File: src/rtl/uart_tx_fifo.sv
// Buffered 8N1 UART transmitter: byte FIFO drained by a serializer; a non-empty FIFO pops one cycle after the write.
// No backpressure: writes to a full FIFO with no same-cycle pop are dropped and flagged by a sticky overrun.
module uart_tx_fifo #(
  parameter int FIFO_LENGTH   = 8,
  parameter int DIVISOR_WIDTH = 16
) (
  input  logic        clk,
  input  logic        reset,
  input  logic        divisor_set,
  input  logic [31:0] divisor_reg,
  input  logic        tx_en_in,
  input  logic [7:0]  tx_char_in,
  output logic        tx_fifo_full_out,
  output logic        tx_fifo_empty_out,
  output logic        tx_busy_out,
  output logic        tx_overrun_out,
  input  logic        tx_overrun_clear,
  output logic        uart_tx
);

  localparam int AW = $clog2(FIFO_LENGTH);
  localparam int CW = AW + 1;
  localparam logic [CW-1:0] FULL_CNT = CW'(FIFO_LENGTH);

  localparam logic [1:0] S_IDLE  = 2'd0;
  localparam logic [1:0] S_START = 2'd1;
  localparam logic [1:0] S_DATA  = 2'd2;
  localparam logic [1:0] S_STOP  = 2'd3;

  logic [7:0]               mem [FIFO_LENGTH];
  logic [AW-1:0]            wr_ptr;
  logic [AW-1:0]            rd_ptr;
  logic [CW-1:0]            count;
  logic [DIVISOR_WIDTH-1:0] clocks_per_bit;
  logic [DIVISOR_WIDTH-1:0] frame_div;
  logic [DIVISOR_WIDTH-1:0] cyc_cnt;
  logic [1:0]               state;
  logic [2:0]               bit_cnt;
  logic [7:0]               shift_reg;
  logic                     tx_q;
  logic                     overrun_q;

  logic fifo_empty;
  logic fifo_full;
  logic bit_done;
  logic pop;
  logic push;

  assign fifo_empty = (count == '0);
  assign fifo_full  = (count == FULL_CNT);
  assign bit_done   = (cyc_cnt == '0);
  assign pop  = !fifo_empty && ((state == S_IDLE) || (state == S_STOP && bit_done));
  // A pop in the same cycle frees a slot, so a full FIFO can still accept the write
  assign push = tx_en_in && (!fifo_full || pop);

  always_ff @(posedge clk) begin
    if (reset) begin
      clocks_per_bit <= DIVISOR_WIDTH'(1);
    end else if (divisor_set) begin
      clocks_per_bit <= (divisor_reg[DIVISOR_WIDTH-1:0] == '0) ? DIVISOR_WIDTH'(1)
                                                             : divisor_reg[DIVISOR_WIDTH-1:0];
    end
  end

  always_ff @(posedge clk) begin
    if (push) begin
      mem[wr_ptr] <= tx_char_in;
    end
  end

  always_ff @(posedge clk) begin
    if (reset) begin
      wr_ptr <= '0;
      rd_ptr <= '0;
      count  <= '0;
    end else begin
      if (push) wr_ptr <= wr_ptr + AW'(1);
      if (pop)  rd_ptr <= rd_ptr + AW'(1);
      case ({push, pop})
        2'b10:   count <= count + CW'(1);
        2'b01:   count <= count - CW'(1);
        default: count <= count;
      endcase
    end
  end

  always_ff @(posedge clk) begin
    if (reset) begin
      overrun_q <= 1'b0;
    end else if (tx_en_in && fifo_full && !pop) begin
      overrun_q <= 1'b1;
    end else if (tx_overrun_clear) begin
      overrun_q <= 1'b0;
    end
  end

  always_ff @(posedge clk) begin
    if (reset) begin
      state     <= S_IDLE;
      tx_q      <= 1'b1;
      cyc_cnt   <= '0;
      bit_cnt   <= '0;
      shift_reg <= '0;
      frame_div <= DIVISOR_WIDTH'(1);
    end else begin
      case (state)
        S_START: begin
          if (bit_done) begin
            state   <= S_DATA;
            tx_q    <= shift_reg[0];
            bit_cnt <= '0;
            cyc_cnt <= frame_div - DIVISOR_WIDTH'(1);
          end else begin
            cyc_cnt <= cyc_cnt - DIVISOR_WIDTH'(1);
          end
        end
        S_DATA: begin
          if (bit_done) begin
            cyc_cnt <= frame_div - DIVISOR_WIDTH'(1);
            if (bit_cnt == 3'd7) begin
              state <= S_STOP;
              tx_q  <= 1'b1;
            end else begin
              bit_cnt   <= bit_cnt + 3'd1;
              shift_reg <= shift_reg >> 1;
              tx_q      <= shift_reg[1];
            end
          end else begin
            cyc_cnt <= cyc_cnt - DIVISOR_WIDTH'(1);
          end
        end
        S_STOP: begin
          if (bit_done) begin
            if (!pop) state <= S_IDLE;
          end else begin
            cyc_cnt <= cyc_cnt - DIVISOR_WIDTH'(1);
          end
        end
        default: state <= S_IDLE;
      endcase
      // Frame start from IDLE or straight out of STOP; divisor is frozen for the whole frame
      if (pop) begin
        state     <= S_START;
        shift_reg <= mem[rd_ptr];
        frame_div <= clocks_per_bit;
        cyc_cnt   <= clocks_per_bit - DIVISOR_WIDTH'(1);
        tx_q      <= 1'b0;
      end
    end
  end

  assign tx_fifo_full_out  = fifo_full;
  assign tx_fifo_empty_out = fifo_empty;
  assign tx_busy_out       = (state != S_IDLE) || !fifo_empty;
  assign tx_overrun_out    = overrun_q;
  assign uart_tx           = tx_q;

endmodule

File: config.mk
export PLATFORM = sky130hd
export DESIGN_NAME = uart_tx_fifo
export DESIGN_NICKNAME = d
export VERILOG_FILES = /design/src/rtl/uart_tx_fifo.sv
export SDC_FILE = /design/constraint.sdc
export NUM_CORES = 1
export LEC_CHECK = 0
export BUFFER_PORTS_ARGS = -buffer_cell sky130_fd_sc_hd__buf_2
export CAP_MARGIN = 20
export CORE_MARGIN = 2
export CORE_UTILIZATION = 55
export CTS_CLUSTER_SIZE = 24
export DETAILED_ROUTE_END_ITERATION = 10
export GPL_TIMING_DRIVEN = 0
export HOLD_SLACK_MARGIN = 0.12
export PLACE_DENSITY = 0.79
export SLEW_MARGIN = 10
export SYNTH_ARGS = -nofsm -noshare
export SYNTH_HDL_FRONTEND = slang
export SYNTH_SLANG_ARGS = --single-unit
File: constraint.sdc
create_clock -name clk -period 4.85 [get_ports clk]
set_clock_uncertainty 0.15 [all_clocks]
set_input_delay 0.2425 -clock clk [delete_from_list [all_inputs] [get_ports clk]]
set_output_delay 0.2425 -clock clk [all_outputs]
set_load 0.01 [all_outputs]
# Word level (Yosys, flattened, before mapping)
# Memories as Yosys holds them, arrays and structs flattened. A register that Yosys moved wholly into a read port is not among the register bits.
# Index checks and enable logic that the tools add are counted.
[totals] ramBits=64 inputBits=45 mem_count=1 regBits=73
[op_classes] reduce_logical=31 muxes=31 eq_ne=18 addsub=8
[memory_table] name="mem" depth=8 width=8 rd=1 rd_clocked_by_memory_dff=1 wr=1 line_no="30" text="logic [7:0] mem [FIFO_LENGTH];"
[op_table] cell="16-bit two-way mux" n=4
[op_table] cell="16-bit by 1-bit subtractor with 16-bit output (second input constant)" n=3
[op_table] cell="16-bit zero test" n=2
[op_table] cell="8-bit two-way mux" n=4
[op_table] cell="16-bit case mux with 2 select lines" n=1
[op_table] cell="3-bit two-way mux" n=5
[op_table] cell="3-bit inequality test (second input constant)" n=5
[op_table] cell="2-bit inequality test (second input constant)" n=6
[op_table] cell="4-bit AND reduction" n=3
[op_table] cell="2-bit nonzero test" n=6
[op_table] cell="3-bit by 1-bit adder with 3-bit output (second input constant)" n=3
[op_table] cell="1-bit two-way mux" n=9
[op_table] cell="2-bit two-way mux" n=4
[op_table] cell="4-bit case mux with 2 select lines" n=1
[op_table] cell="2-bit == test (second input constant)" n=3
[op_table] cell="2-bit case mux with 3 select lines" n=1
[op_table] cell="3-bit case mux with 2 select lines" n=1
[op_table] cell="3-bit AND reduction" n=2
[op_table] cell="3-bit nonzero test" n=2
[op_table] cell="1-bit logical AND" n=5
[op_table] cell="4-bit by 1-bit adder with 4-bit output (second input constant)" n=1
[op_table] cell="2-bit by 1-bit == test with 1-bit output (second input constant)" n=2
[op_table] cell="4-bit == test (second input constant)" n=1
[op_table] cell="4-bit zero test" n=1
[op_table] cell="8 further kinds" n=13

# Longest topological paths before layout
# Gate-level depths: netlist of the first run.
[depth] word_depth=8 mapped_depth=14

# Worst setup path after synthesis of the first run
# OpenSTA, ideal clock, no wires.
[synth_timing] kind="register to register" startpoint="reg state[0]" endpoint="mem mem[4][0] (enable)" path_stages_with_launch=9 t_arrival_ns=2.502 required_ns=4.315 period_less_slack_ns=3.038 setup_time_ns=0.385 setup_slack_ns=1.812 path_cell_list="dfxtp_1 > ha_1 > clkbuf_1 > nor4b_1 > a41o_1 > buf_4 > o21ai_1 > or2_2 > nor3b_1"
[synth_via] elab_chain_len=8 elab_cells_between_ends=9
[synth_rtl] item="from (decl)" line_no="37" text="logic [1:0] state;"
[synth_rtl] item="from (signal assigned)" line_no="99" text="state <= S_IDLE;"
[synth_rtl] item="from (signal assigned)" line_no="109" text="state <= S_DATA;"
[synth_rtl] item="from (signal assigned)" line_no="121" text="state <= S_STOP;"
[synth_rtl] item="2-bit == test" line_no="52" text="assign pop = !fifo_empty && ((state == S_IDLE) || (state == S_STOP && bit_done));"
[synth_rtl] item="1-bit logical AND" line_no="52"
[synth_rtl] item="1-bit logical OR *" line_no="52"
[synth_rtl] item="1-bit logical AND *" line_no="52"
[synth_rtl] item="1-bit logical OR *" line_no="54" text="assign push = tx_en_in && (!fifo_full || pop);"
[synth_rtl] item="1-bit logical AND *" line_no="54"
[synth_rtl] item="1-bit two-way mux *" line_no="66" text="if (push) begin"
[synth_rtl] item="1-bit two-way mux (not written as such) *" line_no="67" text="mem[wr_ptr] <= tx_char_in;"
[synth_rtl] item="to (decl)" line_no="30"
# Every way passes the cells marked *; elsewhere a longest branch is shown, timed or not.

# Worst setup path in the final report of the first run
[layout_timing] startpoint="reg state[1]" endpoint="mem mem[4][4] (enable)"
# Same word-level chain as after synthesis.

==> results of run 1 <==
final timing paths:
path                       from           endpoint  slack [ps]
setup / recovery       state[1]          mem[4][4]        1320
hold / removal      divisor_set  clocks_per_bit[4]         190
setup reg to reg       state[1]          mem[4][4]        1320
hold reg to reg   frame_div[13]      frame_div[13]         330
timing repair:
action | in CTS | in global routing
endpoints found under the hold margin | 84 | 0
hold buffers | 27 | 0
endpoints found under the setup margin | 0 | 0
stage by stage:
step	total power [mW]	instances	utilization, %	hold WS, ps
2_1_floorplan	2.93	672	-	191
3_3_place_gp	3.44	876	59.0	310
3_5_place_dp	3.48	876	59.3	319
4_1_cts	4.81	935	66.2	183
5_1_grt	5.09	935	66.2	212
6_report	4.87	935	66.2	192
Yosys cell counts, drive strengths merged, types with 4 or more instances:
master,count
dfxtp,76
edfxtp,64
nand2,60
nor2,53
a21oi,40
mux2i,29
clkbuf,24
nor3,24
a211oi,22
buf,22
o21ai,18
inv,17
mux4,16
nor4,15
nand4,14
ha,13
xnor2,13
nor2b,10
nor3b,10
xor2,10
o31ai,9
or3,9
nand3,8
or4,8
nand2b,7
o211ai,7
or2,7
a31oi,5
a41oi,4
nand3b,4
o41ai,4
where the power goes:
part	switching [mW]	internal [mW]
sequential	0.168	1.38
combinational	1.27	0.753
clock	0.602	0.696
layer usage:
metal | routed length, µm | vias up | track usage, %
met1 | 7970 | 2885 | 42.0
met2 | 9410 | 358 | 47.4
met3 | 1800 | 56 | 5.10
li1 | - | 2712 | -
met5 | 0 | - | 0
met4 | 565 | 0 | 12.0
cell type report:
type / instances / area [µm²] / share of cell area, %
clock buffers: 17 / 425 / 5.11
multi-input cells: 469 / 3350 / 40.2
flip-flops and latches: 140 / 3440 / 41.4
repair buffers: 59 / 430 / 5.17
plain buffers: 46 / 220 / 2.65
clock inverters: 15 / 174 / 2.09
well taps: 172 / 215 / 2.59
inverters: 17 / 63.8 / 0.767
logic make-up (layout without fill, tap and decap cells):
| logic type | after synthesis | count (layout) |
|---|---|---|
| and+or+nand+nor | 244 | 244 |
| AOI/OAI and AO/OA | 142 | 142 |
| DFF | 140 | 140 |
| buffers and inverters | 63 | 154 |
| muxes | 47 | 47 |
| xor gates and xnor gates | 23 | 23 |
| adders and majority gates | 13 | 13 |
worst register-to-register path: cells and delay by family (launching register included):
family	cells	cell delay, ps
compound gates	2	390
fa+ha+maj	1	160
buf+inv	2	570
flops	1	390
simple gates	3	1500
==> flow_metrics.py, run 1 <==
metrics = {
    "run_status": {
        "status": "complete, no violations",
    },
    "place": {
        "gp_routability_congestion": 0.994,
        "placed_cell_area_um2": 7450,
        "quantity_of_i_o_buffers_inserted_on_ports": 32,
        "place_worst_setup_slack_ps": 1440,
        "detailed_place_hpwl_um": 13000,
    },
    "synth": {
        "synthCells": 672,
        "ys_warn_count": 0,
        "synth.distinct_cells": 69,
        "synth_fp_nets": 730,
        "sequential_fraction_of_the_synthesis_area_pct": 48.9,
        "yosys_register_bits": 140,
        "synth-xor-area-share_pct": 2.86,
        "yosys.area.top_type_share_pct": 27.3,
        "largest_family_of_logic_cells_by_synthesized_area": "simple AND/OR/NAND/NOR gates",
        "synth-compound-area-share_pct": 13.6,
        "synth.area.top_cells": "edfxtp_1 (27%), dfxtp_1 (22%), mux4_2 (5.1%), mux2i_1 (4.1%), nand2_1 (3.2%)",
        "netlist_area_um2": 7050,
        "yosys.area_share.simple_pct": 18.8,
        "cell_taking_the_most_area_after_synthesis": "edfxtp_1",
        "yosys_most_used_dff": "dfxtp_1",
        "yosys.area_share.adder_pct": 2.31,
        "async_set_or_reset_flop_fraction_in_the_synthesized_netlist_pct": 0,
        "synth_edf_count": 64,
        "muxShareOfSynthArea_pct": 9.55,
        "post_synthesis_area_per_instance_um2": 10.5,
    },
    "global_routing": {
        "grt.overflow.total": 0,
        "antenna_found_initial": 0,
        "pin_count_of_the_biggest_net_entering_global_routing": 18,
        "grt.total_usage_pct": 30.2,
        "grt_first_pass_wirelength_um": 30900,
        "first_global_vias": 5741,
    },
    "finish": {
        "number_of_flip_flops_under_the_largest_register_name": 64,
        "mostFrequentLayoutCell": "dfxtp_1",
        "post_route_cells_drive_above_1_share_pct": 16.4,
        "diodes": 0,
        "final_nets": 808,
        "area.growth.synth_to_final_pct": 18.1,
        "registers.top_by_ff_count": "mem",
        "post-route-cell-area_um2": 8320,
        "layout_common_cells": "dfxtp_1 (76), edfxtp_1 (64), nand2_1 (60)",
        "fillCellCount": 924,
    },
    "die": {
        "boundaryPins": 50,
        "die_h_um": 117,
        "start_util_pct": 56.1,
        "core_area_um2": 12600,
        "die_area_um2": 13700,
        "floorplan.die.width_um": 117,
        "rows": 41,
    },
    "worst_setup_path": {
        "critical_path_buf_inv_count": 2,
        "critical_path.max_fanout": 10,
        "worst-endpoint-required_ps": 4760,
        "arrival_ps": 3440,
        "worstPathCellList": "ha_1 > clkbuf_1 > nor4b_1 > a41o_1 > buf_4 > o21ai_1 > or2_2 > nor3b_2",
        "cp_top_family": "simple AND/OR/NAND/NOR gates",
        "timing.critical_path.to_type": "register",
        "critical_path_depth": 8,
        "critical_path.startpoint_type": "register",
        "critical_path.slowest_cell": "nor3b_2",
        "worstRegToRegCells": 8,
        "crit_type": "register to register",
        "worst_path_largest_cell_delay_ps": 700,
    },
    "job": {
        "maxCapViolations": 0,
    },
    "clock_network": {
        "cts_made_buffers": 17,
        "ctsRootBufferMaster": "clkbuf_16",
        "clk_latency_ps": 430,
        "clock_path_buffers": 2,
        "cts_post_setup_buffers_inserted": 0,
        "tritoncts_clock_tree": "built",
        "post_cts_resized": 0,
        "htree_levels": 4,
        "worst_setup_hold_path_clk_slew_ps": 70,
        "clock_sink_count": 140,
    },
    "timing": {
        "max_freq_mhz": 283,
        "setup_total_negative_slack_ps": 0,
        "finalSetupViolCount": 0,
        "post-route-worst-setup-slack_ps": 1320,
        "worst_max_slew_margin_expressed_relative_to_the_limit_pct": 25.4,
        "final_hold_viol_count": 0,
        "setup_repair_after_global_routing_missed_its_margin": "false",
        "finalWorstPathRequiredPeriod_ps": 3530,
        "final.period_utilization_pct": 72.8,
        "worst-slew-pin-transition_ps": 1110,
        "final_max_slew_viol_count": 0,
    },
    "power_and_ir_drop": {
        "power_density_nw_per_um2": 586,
        "leakage_nw": 2.98,
        "power.ir.vdd_worst_mv": 0.369,
    },
    "detailed_routing": {
        "post-route-drc-count": 0,
        "via_density_per_instance": 6.43,
        "vias": 6011,
        "drt_first_iter_violations": 701,
        "routed_wire_length_per_instance_um": 21.1,
        "ant_nets": 0,
        "drtPass1Iterations": 5,
        "routed_wirelength_um": 19700,
    },
    "min_path": {
        "hold_path_depth": 3,
        "class_of_the_tightest_hold_or_removal_check": "input port to register",
    },
}
Power figures use the tool's default switching activity.
==> inputs of run 2 (changes only) <==
clock period = 3.4 ns   (was 4.85 ns; I/O delays follow)
==> run 2 against run 1 <==
Compared with the run above:
- global-route usage up 0.88 points
- via count up 1.6%
- sequential share of layout area down 0.27 points
- first-iteration DRC count up 13%
- maximum frequency up 9.7%
- sequential cell count unchanged
- total power up 43%
- cell count up 0.21%
- largest cell class unchanged
- largest power group unchanged
==> flow_metrics.py, run 2 (synthesized netlist as in run 1, its figures left out) <==
metrics = {
    "finish": {
        "final_nets": 810,
        "number_of_flip_flops_under_the_largest_register_name": 64,
        "diodes": 0,
        "stdcell_count": 937,
        "area.growth.synth_to_final_pct": 18.9,
        "layout_common_cells": "dfxtp_1 (76), edfxtp_1 (64), nand2_1 (60)",
        "post_route_cells_drive_above_1_share_pct": 16.6,
        "registers.top_by_ff_count": "mem",
        "mostFrequentLayoutCell": "dfxtp_1",
    },
    "worst_setup_path": {
        "arrival_ps": 3120,
        "critical_path.startpoint_type": "register",
        "worst-endpoint-required_ps": 3300,
        "worstPathCellList": "ha_2 > nor4b_2 > a41o_1 > buf_4 > o21ai_1 > or2_2 > nor2_1",
        "timing.critical_path.to_type": "register",
        "worst_path_largest_cell_delay_ps": 640,
        "critical_path.slowest_cell": "nor2_1",
        "critical_path.max_fanout": 10,
        "crit_type": "register to register",
    },
    "global_routing": {
        "pin_count_of_the_biggest_net_entering_global_routing": 18,
        "grt.overflow.total": 0,
        "antenna_found_initial": 0,
        "grt_first_pass_wirelength_um": 31700,
        "first_global_vias": 5819,
        "grt.total_usage_pct": 31.0,
    },
    "clock_network": {
        "clk_latency_ps": 430,
        "clock_sink_count": 140,
        "cts_post_setup_buffers_inserted": 0,
        "htree_levels": 4,
        "cts_made_buffers": 17,
        "tritoncts_clock_tree": "built",
        "ctsRootBufferMaster": "clkbuf_16",
        "clock_path_buffers": 2,
        "worst_setup_hold_path_clk_slew_ps": 70,
    },
    "timing": {
        "max_freq_mhz": 311,
        "final_max_slew_viol_count": 0,
        "worst_max_slew_margin_expressed_relative_to_the_limit_pct": 28.6,
        "final.period_utilization_pct": 94.7,
        "setup_total_negative_slack_ps": 0,
        "finalSetupViolCount": 0,
        "finalWorstPathRequiredPeriod_ps": 3220,
        "worst-slew-pin-transition_ps": 1060,
        "final_hold_viol_count": 0,
    },
    "power_and_ir_drop": {
        "switchingPower_mw": 2.93,
        "total_power_mw": 6.98,
        "seqPwrFrac_pct": 31.8,
        "power_density_nw_per_um2": 833,
        "sw_frac_of_total_pct": 42.0,
        "comb_power_share_pct": 41.6,
        "leakage_nw": 2.99,
        "power.ir.vdd_worst_mv": 0.600,
        "p_int_mw": 4.05,
        "clkPwrFrac_pct": 26.6,
    },
    "detailed_routing": {
        "routed_wire_length_per_instance_um": 21.7,
        "drt-met1-wl_um": 8340,
        "routed.top_layer": "met4",
        "detailroute.wirelength.met2_um": 9450,
        "vias": 6110,
        "ant_nets": 0,
        "post-route-drc-count": 0,
        "drt_first_iter_violations": 794,
        "routed_wirelength_um": 20300,
        "drtPass1Iterations": 5,
        "met3_length_um": 1940,
        "via_density_per_instance": 6.52,
    },
    "die": {
        "core_area_um2": 12600,
        "floorplan.die.width_um": 117,
        "start_util_pct": 56.1,
        "rows": 41,
        "die_h_um": 117,
        "die_area_um2": 13700,
        "boundaryPins": 50,
    },
    "min_path": {
        "class_of_the_tightest_hold_or_removal_check": "input port to register",
    },
    "place": {
        "placedCellCount": 876,
        "quantity_of_i_o_buffers_inserted_on_ports": 32,
        "detailed_place_hpwl_um": 13000,
        "gp_routability_congestion": 0.994,
    },
    "job": {
        "maxCapViolations": 0,
    },
    "run_status": {
        "status": "complete, no violations",
    },
}
==> run 2: cell count changes in the layout (fill, tap and decap cells not counted), sizes merged <==
cell	delta
dlygate4sd3	+3
clkbuf	-1
==> run 2: timing repair <==
action | 4_1_cts | 5_1_grt
pin swaps | 0 | 0
hold buffers | 30 | 0
hold endpoints to repair | 85 | 0
endpoints found under the setup margin | 32 | 66
gates resized for setup | 0 | 5
==> run 2: layer usage <==
layer	global-route usage [%]	up-vias
li1	-	2711
met1	43.4	2944
met2	48.4	397
met3	5.41	58
met4	12.5	0
met5	0	-
==> run 2: power groups by stage <==
| stage | combinational, mW | clock [mW] | sequential [mW] |
|---|---|---|---|
| floorplan | 2.00 | 0 | 2.17 |
| global placement | 2.69 | 0 | 2.22 |
| detailed placement | 2.74 | 0 | 2.23 |
| CTS | 2.81 | 1.85 | 2.20 |
| global route | 3.12 | 1.93 | 2.25 |
| finish | 2.90 | 1.85 | 2.22 |
==> run 2: cell type report <==
| type | count | area, µm² |
|---|---|---|
| fillers | 912 | 4190 |
| clock inverters | 15 | 174 |
| flip-flops and latches | 140 | 3440 |
| multi-input cells | 469 | 3380 |
| well taps | 172 | 215 |
| clock buffers | 17 | 425 |
| repair buffers | 62 | 460 |
| plain buffers | 45 | 216 |
| inverters | 17 | 63.8 |
==> run 2: path summary, 6_finish.rpt <==
kind	endpoint	slack, ps	cells after the start	startpoint
worst max register to register	mem[6][0]	180	7	state[1]
worst min register to register	frame_div[15]	330	2	frame_div[15]
worst max-delay path	mem[6][0]	180	7	state[1]
worst min-delay path	clocks_per_bit[3]	160	3	divisor_set
==> run 2: metrics by stage <==
step	util [%]	area (µm²)	worst slack [ps]	hold slack [ps]
floorplan	-	7050	362	119
global placement	59.0	7420	-463	275
detailed placement	59.3	7450	-12.8	284
CTS	66.4	8350	-90.6	126
global route	66.6	8370	-1.60	186
finish	66.6	8370	179	161
==> run 2: critical path: cells and delay by family (launching register included) <==
| kind | cells | cell delay [ps] |
|---|---|---|
| AO/OA/AOI/OAI | 2 | 400 |
| adder cells (fa/ha/maj) | 1 | 350 |
| AND/OR/NAND/NOR | 3 | 1370 |
| buffers and inverters | 1 | 170 |
| flip-flops | 1 | 390 |
